`src/rtl/serial_comparator.sv`:
```
// serial_comparator -- MSB-first, CHUNK-bits-per-cycle signed/unsigned magnitude compare
// with start/busy/done handshake. Rev 1.0
`default_nettype none

module serial_comparator #(
  parameter int BITS       = 32,
  parameter int CHUNK      = 8,
  parameter bit EARLY_EXIT = 1'b1
) (
  input  logic            clk,
  input  logic            resetn,
  input  logic            start,
  input  logic [BITS-1:0] a,
  input  logic [BITS-1:0] b,
  input  logic            unsign,
  output logic            busy,
  output logic            done,
  output logic            lessThan,
  output logic            equal,
  output logic            greaterThan
);

  localparam int NCHUNK = BITS / CHUNK;
  localparam int IW     = (NCHUNK > 1) ? $clog2(NCHUNK) : 1;
  localparam logic [BITS-1:0] MSB_MASK = BITS'(1) << (BITS - 1);

  typedef enum logic [1:0] {
    IDLE = 2'd0,
    RUN  = 2'd1,
    DONE = 2'd2
  } state_t;

  state_t          state, state_nx;
  logic [BITS-1:0] op_a, op_b;
  logic [IW-1:0]   idx;
  logic            diff_seen, diff_gt;
  logic [CHUNK-1:0] ca, cb;
  logic            chunk_ne, chunk_lt;
  logic            accept, finish, record, fin_lt, fin_gt;

  generate
    if (NCHUNK == 1) begin : g_single
      assign ca = op_a;
      assign cb = op_b;
    end else begin : g_multi
      assign ca = op_a[int'(idx) * CHUNK +: CHUNK];
      assign cb = op_b[int'(idx) * CHUNK +: CHUNK];
    end
  endgenerate

  assign chunk_ne = (ca != cb);
  assign chunk_lt = (ca < cb);

  always_ff @(posedge clk) begin
    if (!resetn) state <= IDLE;
    else         state <= state_nx;
  end

  always_comb begin
    state_nx = state;
    accept   = 1'b0;
    finish   = 1'b0;
    record   = 1'b0;
    fin_lt   = 1'b0;
    fin_gt   = 1'b0;
    case (state)
      IDLE, DONE: begin
        state_nx = IDLE;
        if (start) begin
          accept   = 1'b1;
          state_nx = RUN;
        end
      end
      RUN: begin
        if (EARLY_EXIT && chunk_ne) begin
          finish = 1'b1;
          fin_lt = chunk_lt;
          fin_gt = !chunk_lt;
        end else if (idx == '0) begin
          finish = 1'b1;
          // The earliest (most significant) difference outranks the last chunk.
          if (diff_seen) begin
            fin_lt = !diff_gt;
            fin_gt = diff_gt;
          end else if (chunk_ne) begin
            fin_lt = chunk_lt;
            fin_gt = !chunk_lt;
          end
        end else if (chunk_ne && !diff_seen) begin
          record = 1'b1;
        end
        if (finish) state_nx = DONE;
      end
      default: state_nx = IDLE;
    endcase
  end

  always_ff @(posedge clk) begin
    if (!resetn) begin
      op_a        <= '0;
      op_b        <= '0;
      idx         <= '0;
      diff_seen   <= 1'b0;
      diff_gt     <= 1'b0;
      lessThan    <= 1'b0;
      equal       <= 1'b0;
      greaterThan <= 1'b0;
    end else begin
      if (accept) begin
        // Flipping both sign bits maps two's-complement order onto unsigned order.
        op_a      <= unsign ? a : (a ^ MSB_MASK);
        op_b      <= unsign ? b : (b ^ MSB_MASK);
        idx       <= IW'(NCHUNK - 1);
        diff_seen <= 1'b0;
        diff_gt   <= 1'b0;
      end else if (state == RUN && !finish) begin
        idx <= idx - IW'(1);
        if (record) begin
          diff_seen <= 1'b1;
          diff_gt   <= !chunk_lt;
        end
      end
      if (finish) begin
        lessThan    <= fin_lt;
        greaterThan <= fin_gt;
        equal       <= !(fin_lt || fin_gt);
      end
    end
  end

  assign busy = (state == RUN);
  assign done = (state == DONE);

endmodule

`default_nettype wire
```
`config.mk`:
```
export PLATFORM = sky130hd
export DESIGN_NAME = serial_comparator
export DESIGN_NICKNAME = d
export VERILOG_FILES = /design/src/rtl/serial_comparator.sv
export SDC_FILE = /design/constraint.sdc
export NUM_CORES = 1
export LEC_CHECK = 0
export ABC_CLOCK_PERIOD_IN_PS = 2850
export BUFFER_PORTS_ARGS = -buffer_cell sky130_fd_sc_hd__buf_2
export CAP_MARGIN = 20
export CELL_PAD_IN_SITES_DETAIL_PLACEMENT = 0
export CELL_PAD_IN_SITES_GLOBAL_PLACEMENT = 2
export CORE_UTILIZATION = 29
export DETAILED_ROUTE_END_ITERATION = 10
export HOLD_SLACK_MARGIN = 0.02
export PLACE_DENSITY = 0.82
export SYNTH_ARGS = -nofsm -noshare
export SYNTH_HDL_FRONTEND = slang
export SYNTH_SLANG_ARGS = --single-unit
```
`constraint.sdc`:
```
create_clock -name clk -period 2.85 [get_ports clk]
set_clock_uncertainty 0.2 [all_clocks]
set_input_delay 0.1425 -clock clk [delete_from_list [all_inputs] [get_ports clk]]
set_output_delay 0.1425 -clock clk [all_outputs]
set_load 0.02 [all_outputs]
```
==> flow_metrics.env, run 1 <==
export IMPL_grt_pass1_wl_mm=13.41
export IMPL_path_clk_slew_ns=0.05
export IMPL_rsz0062_at_grt="no"
export IMPL_tightest_slew_ns=0.6819
export IMPL_cts_root_buffer="clkbuf_16"
export IMPL_yosysUniqueCellTypes=31
export IMPL_die_y_um=109.2
export IMPL_final_common_cell="nand2_1"
export IMPL_core_area_sq_um=11030
export IMPL_hold_class="in2reg"
export IMPL_finalWeightedCongestion=0.7415
export IMPL_via_count=2915
export IMPL_overflow=0
export IMPL_synth_area_leaders="dfxtp_1 (44%), nand2_1 (15%), a21boi_0 (14%)"
export IMPL_use_met1=0.1857
export IMPL_grt_use_total=0.1482
export IMPL_critical_path_class="reg2reg"
export IMPL_hold_viol_final=0
export IMPL_async_flop_share=0
export IMPL_finalSetupViolCount=0
export IMPL_cts_inserted_buffers=9
export IMPL_antenna_found_initial=0
export IMPL_std_cell_rows=38
export IMPL_synth_largest_area_cell="dfxtp_1"
export IMPL_synth_seq_cells=73
export IMPL_yosys_warnings=0
export IMPL_synth_compound_area_frac=0.1751
export IMPL_synth_xor_xnor_area_share=0.007889
export IMPL_timing_final_crit_period_ns=2.700
export IMPL_n_antenna_cell=0
export IMPL_cts_tree="yes"
export IMPL_drt_wirelength_per_cell_um=12.90
export IMPL_synth_top_family_by_area="simple AND/OR/NAND/NOR gates"
export IMPL_cts_htree_levels=3
export IMPL_wirelength_mm=8.383
export IMPL_min_period_over_period=0.9474
export IMPL_met3_usage=0.02331
export IMPL_firstDrtPassIters=4
export IMPL_synthAdderAreaFrac=0.03381
export IMPL_io_buffers=72
export IMPL_cp_max_fo=17
export IMPL_die_w_um=109.2
export IMPL_clockBufferDepth=2
export IMPL_cap_violations=0
export IMPL_die_area_sq_um=11920
export IMPL_syn_inst=371
export IMPL_critPathRequiredTime_ns=2.84
export IMPL_synth_seq_area_share=0.4388
export IMPL_drive_above_1_share=0.2373
export IMPL_drc=0
export IMPL_synthesis_area_sq_um=3331
export IMPL_grt_max_degree=68
export IMPL_n_fill_cell=1129
export IMPL_ir_drop_mv=0.2216
export IMPL_syn2layout_area_growth_pct=45.98
export IMPL_clock_sinks=73
export IMPL_fin_tns_setup_ns=0
export IMPL_clock_latency_ns=0.33
export IMPL_slew_violations=0
export IMPL_yosys_area_share_simple=0.1871
export IMPL_synth_mux_area_frac=0.1082
export IMPL_postSynthAreaPerCell_sq_um=8.978
export IMPL_ios=73
export IMPL_initial_utilization=0.3020
export IMPL_final_cell_mix="nand2_1 (133), dfxtp_1 (73), buf_2 (72), dlygate4sd3_1 (66), a21boi_0 (64)"
export IMPL_crit_arrival_ns=2.69
export IMPL_synth_edf_count=0
export IMPL_viasPerCell=4.485
export IMPL_syn_nets=448
export IMPL_fin_nets=582
export IMPL_critical_path_endpoint_type="flop"
export IMPL_grt_pass1_vias=2837
export IMPL_holdWs_ns=0.1499
export IMPL_p_leak_nw=2.004
export IMPL_hpwl_mm=5.701
export IMPL_power_density_nw_per_um2=566.5
export IMPL_status="finished clean"
export IMPL_max_freq_ghz=0.3704
export IMPL_crit_path_start_kind="flop"
export IMPL_relSlewSlack=0.5454
export IMPL_busiest_layer="met2"
export IMPL_drt_iter0_markers=106
export IMPL_grt_util_met2=0.2489
export IMPL_drtAntennaViolNets=0
export IMPL_synth_top_area_frac=0.4388
export IMPL_synthFlopType="dfxtp_1"
## layer usage
| layer | routed length [um] | vias to the layer above |
|---|---|---|
| met1 | 3879 | 1348 |
| met4 | 123 | 0 |
| li1 | - | 1508 |
| met2 | 4074 | 49 |
| met3 | 305 | 10 |
| met5 | 0 | - |
## power by group
| group | leakage [nW] | internal (mW) | switching [mW] |
|---|---|---|---|
| clock network | 0.151 | 0.747 | 0.412 |
| logic | 1.25 | 0.256 | 0.219 |
| registers | 0.600 | 1.08 | 0.0364 |
| total | 2.00 | 2.09 | 0.667 |
## synthesized netlist by cell type, drive strengths merged, types with 2 or more instances
library cell / n
nand2: 133
dfxtp: 73
a21boi: 66
mux4: 16
clkbuf: 14
buf: 13
inv: 12
ha: 9
o21ai: 5
and3: 3
nand4: 3
nor2: 3
nor2b: 3
xnor2: 3
a21oi: 2
nand2b: 2
o21a: 2
## cell type report
cell class,instances,area [sq um],area share
multi-input combinational,259,1715,0.3528
sequential,73,1461,0.3006
timing repair buffer,150,1149,0.2362
clock buffer,12,266.5,0.05481
tap,140,175.2,0.03603
clock inverter,4,50.05,0.01029
inverter,12,45.04,0.009264
## through the flow
step	setup slack [ns]	cell area (sq um)	utilization	std cells	total power, mW
global placement	0.1857	3820	0.3463	561	1.528
detailed placement	0.1420	3820	0.3463	561	1.537
floorplan	0.05643	3331	-	371	1.402
global route	0.005782	4862	0.4408	650	2.891
CTS	0.1152	4797	0.4349	643	2.768
finish	0.1499	4862	0.4408	650	2.755
## flip-flops by register name, summed over array words and instances (netlist names)
signal,count
op_b,32
lessThan,1
equal,1
state,2
diff_seen,1
diff_gt,1
greaterThan,1
op_a,32
idx,2
## worst paths after layout
kind                    startpoint               endpoint  slack, ns  cells past startpoint
max reg2reg    idx[0]$_SDFFE_PN0P_    idx[0]$_SDFFE_PN0P_       0.15                      8
max            idx[0]$_SDFFE_PN0P_    idx[0]$_SDFFE_PN0P_       0.15                      8
min reg2reg  op_b[13]$_SDFFE_PN0P_  op_b[13]$_SDFFE_PN0P_       0.26                      2
min                          start  op_a[27]$_SDFFE_PN0P_       0.15                      4
## worst max-delay path: stages (launching register included)
cell,delay [ns]
dfxtp_1,0.35
buf_12,0.18
mux4_2,0.52
ha_1,0.34
nand4_1,0.15
or2_4,0.31
nor3b_4,0.27
xnor2_1,0.17
a21boi_2,0.07
## logic make-up (layout without fill, tap and decap cells)
family	count (synthesis)	after routing
fa+ha+maj	9	9
xor+xnor	3	3
simple gates	152	152
buf+inv	39	178
flops	73	73
mux	16	16
compound gates	79	79
## repair_timing
action                                 4_1_cts  5_1_grt
hold buffers                                66        0
resized for setup                            0        0
endpoints found under the hold margin       64        0
setup endpoints to repair                    0        1
setup buffers                                0        7
(Power assumes the default switching activity.)
==> run 2: changes to the inputs <==
--- a/config.mk
+++ b/config.mk
@@ -13,7 +13,7 @@
 export CORE_UTILIZATION = 29
 export DETAILED_ROUTE_END_ITERATION = 10
 export HOLD_SLACK_MARGIN = 0.02
-export PLACE_DENSITY = 0.82
+export PLACE_DENSITY_LB_ADDON = 0.2
 export SYNTH_ARGS = -nofsm -noshare
 export SYNTH_HDL_FRONTEND = slang
 export SYNTH_SLANG_ARGS = --single-unit
==> run 2 against run 1 <==
Net effect:
- design area shrank 2.0%
- global-route usage is 0.51 points higher
- maximum frequency down 0.34%
- sequential share of layout area up 0.62 points
- die area stayed put
- hold slack gained 0.091 ns
- total power fell by 4.6%
- non-clock buffer count fell by 7
- critical path type unchanged
- largest power group is now sequential cells
==> flow_metrics.env, run 2 (synthesis results as in run 1) <==
export IMPL_status="finished clean"
export IMPL_io_buffers=72
export IMPL_p_sw_mw=0.6694
export IMPL_critPathRequiredTime_ns=2.84
export IMPL_syn2layout_area_growth_pct=43.01
export IMPL_die_area_sq_um=11920
export IMPL_clock_sinks=73
export IMPL_overflow=0
export IMPL_slowest_stage="mux4_2"
export IMPL_cp_slowest_stage_delay_ns=0.53
export IMPL_std_cell_rows=38
export IMPL_clkPwrFrac=0.399
export IMPL_power_frac_comb=0.174
export IMPL_postCtsSetupBuffers=0
export IMPL_core_area_sq_um=11030
export IMPL_hold_class="in2reg"
export IMPL_min_to="idx[1]$_SDFFE_PN0P_"
export IMPL_initial_utilization=0.3020
export IMPL_min_period_over_period=0.9507
export IMPL_firstDrtPassIters=4
export IMPL_fin_ws_ns=0.1406
export IMPL_min_delay_start="resetn"
export IMPL_ios=73
export IMPL_cts_htree_levels=3
export IMPL_drt_wirelength_per_cell_um=12.99
export IMPL_power_density_nw_per_um2=551.6
export IMPL_grt_pass1_wl_mm=13.66
export IMPL_viasPerCell=4.423
export IMPL_crit_buf_inv=1
export IMPL_die_y_um=109.2
export IMPL_grt_use_total=0.1533
export IMPL_tightest_slew_ns=0.7638
export IMPL_n_antenna_cell=0
export IMPL_grt_max_degree=67
export IMPL_reg2reg_slack_ns=0.14
export IMPL_hpwl_mm=5.707
export IMPL_reg2reg_to="idx[0]$_SDFFE_PN0P_"
export IMPL_min_path_cells=2
export IMPL_drc=0
export IMPL_die_w_um=109.2
export IMPL_rsz0062_at_grt="no"
export IMPL_relSlewSlack=0.4908
export IMPL_layoutNonFillerInstCount=643
export IMPL_antenna_found_initial=0
export IMPL_final_cell_mix="nand2_1 (133), dfxtp_1 (73), buf_2 (72), dlygate4sd3_1 (66), a21boi_0 (64)"
export IMPL_drive_above_1_share=0.2266
export IMPL_reg2reg_depth=8
export IMPL_cp_max_fo=18
export IMPL_p_int_mw=1.958
export IMPL_via_count=2844
export IMPL_p_seq_frac=0.427
export IMPL_grt_pass1_vias=2790
export IMPL_final_common_cell="nand2_1"
export IMPL_critical_path_endpoint_type="flop"
export IMPL_n_fill_cell=1118
export IMPL_cts_root_buffer="clkbuf_16"
export IMPL_cp_top_family="simple AND/OR/NAND/NOR gates"
export IMPL_cts_inserted_buffers=9
export IMPL_cp_startpoint="idx[0]$_SDFFE_PN0P_"
export IMPL_cap_violations=0
export IMPL_swShare=0.2548
export IMPL_p_leak_nw=1.952
export IMPL_clock_latency_ns=0.33
export IMPL_p_total_mw=2.627
export IMPL_fin_nets=575
export IMPL_hold_viol_final=0
export IMPL_crit_arrival_ns=2.70
export IMPL_drtAntennaViolNets=0
export IMPL_place_ws_ns=0.1288
export IMPL_place_inst=561
export IMPL_ir_drop_mv=0.2550
export IMPL_timing_final_crit_period_ns=2.709
export IMPL_max_freq_ghz=0.3691
export IMPL_top_regs="op_a (32), op_b (32)"
export IMPL_wirelength_mm=8.351
export IMPL_r2r_start="idx[0]$_SDFFE_PN0P_"
export IMPL_path_clk_slew_ns=0.05
export IMPL_critical_path_class="reg2reg"
export IMPL_clockBufferDepth=2
export IMPL_finalWeightedCongestion=0.7616
export IMPL_path_cells="buf_12, mux4_2, ha_1, nand4_1, or2_4, nor3b_4, xnor2_1, a21boi_2"
export IMPL_crit_path_start_kind="flop"
export IMPL_finalSetupViolCount=0
export IMPL_fin_tns_setup_ns=0
export IMPL_slew_violations=0
export IMPL_cts_tree="yes"
export IMPL_drt_iter0_markers=77
==> run 2: metal layers <==
layer  vias to the layer above  wire (um)  GRT usage
li1                       1495          -          -
met1                      1299       4152     0.2007
met2                        45       3821     0.2484
met3                         5        300    0.04005
met4                         0         76    0.04286
met5                         -          0          0
==> run 2: power by group through the flow <==
stage,registers (mW),logic (mW),clock network (mW)
CTS,1.12,0.466,1.07
global route,1.13,0.518,1.13
floorplan,1.13,0.270,0
detailed placement,1.15,0.395,0
global placement,1.15,0.388,0
finish,1.12,0.456,1.05
==> run 2: metrics by stage <==
| stage | cell area (sq um) | hold slack (ns) | util |
|---|---|---|---|
| after floorplan | 3331 | 0.08742 | - |
| after global placement | 3820 | 0.2003 | 0.3463 |
| after detailed placement | 3820 | 0.2010 | 0.3463 |
| after CTS | 4763 | 0.2552 | 0.4318 |
| after global routing | 4763 | 0.2848 | 0.4318 |
| final | 4763 | 0.2408 | 0.4318 |
==> run 2: final cells by class <==
class | count | area, sq um | share of cell area
Clock buffer | 11 | 252.7 | 0.05306
Clock inverter | 5 | 30.03 | 0.006304
Inverter | 12 | 45.04 | 0.009456
Multi-Input combinational cell | 259 | 1715 | 0.3601
Sequential cell | 73 | 1461 | 0.3068
Tap cell | 140 | 175.2 | 0.03677
Timing Repair Buffer | 143 | 1084 | 0.2275
==> run 2: worst max-delay path by stage <==
stage                                     end  slack, ns  cells past startpoint
after floorplan           idx[0]$_SDFFE_PN0P_       0.06                      9
after global placement    idx[0]$_SDFFE_PN0P_       0.19                      8
after detailed placement  idx[0]$_SDFFE_PN0P_       0.13                      8
after CTS                 idx[0]$_SDFFE_PN0P_       0.11                      8
after global routing      idx[0]$_SDFFE_PN0P_      0.002                      8
final                     idx[0]$_SDFFE_PN0P_       0.14                      8
==> run 2: repair_timing <==
| item | 4_1_cts | 5_1_grt |
|---|---|---|
| endpoints found under the setup margin | 0 | 1 |
| gates resized for setup | 0 | 0 |
| endpoints found under the hold margin | 64 | 0 |
| hold buffers | 66 | 0 |
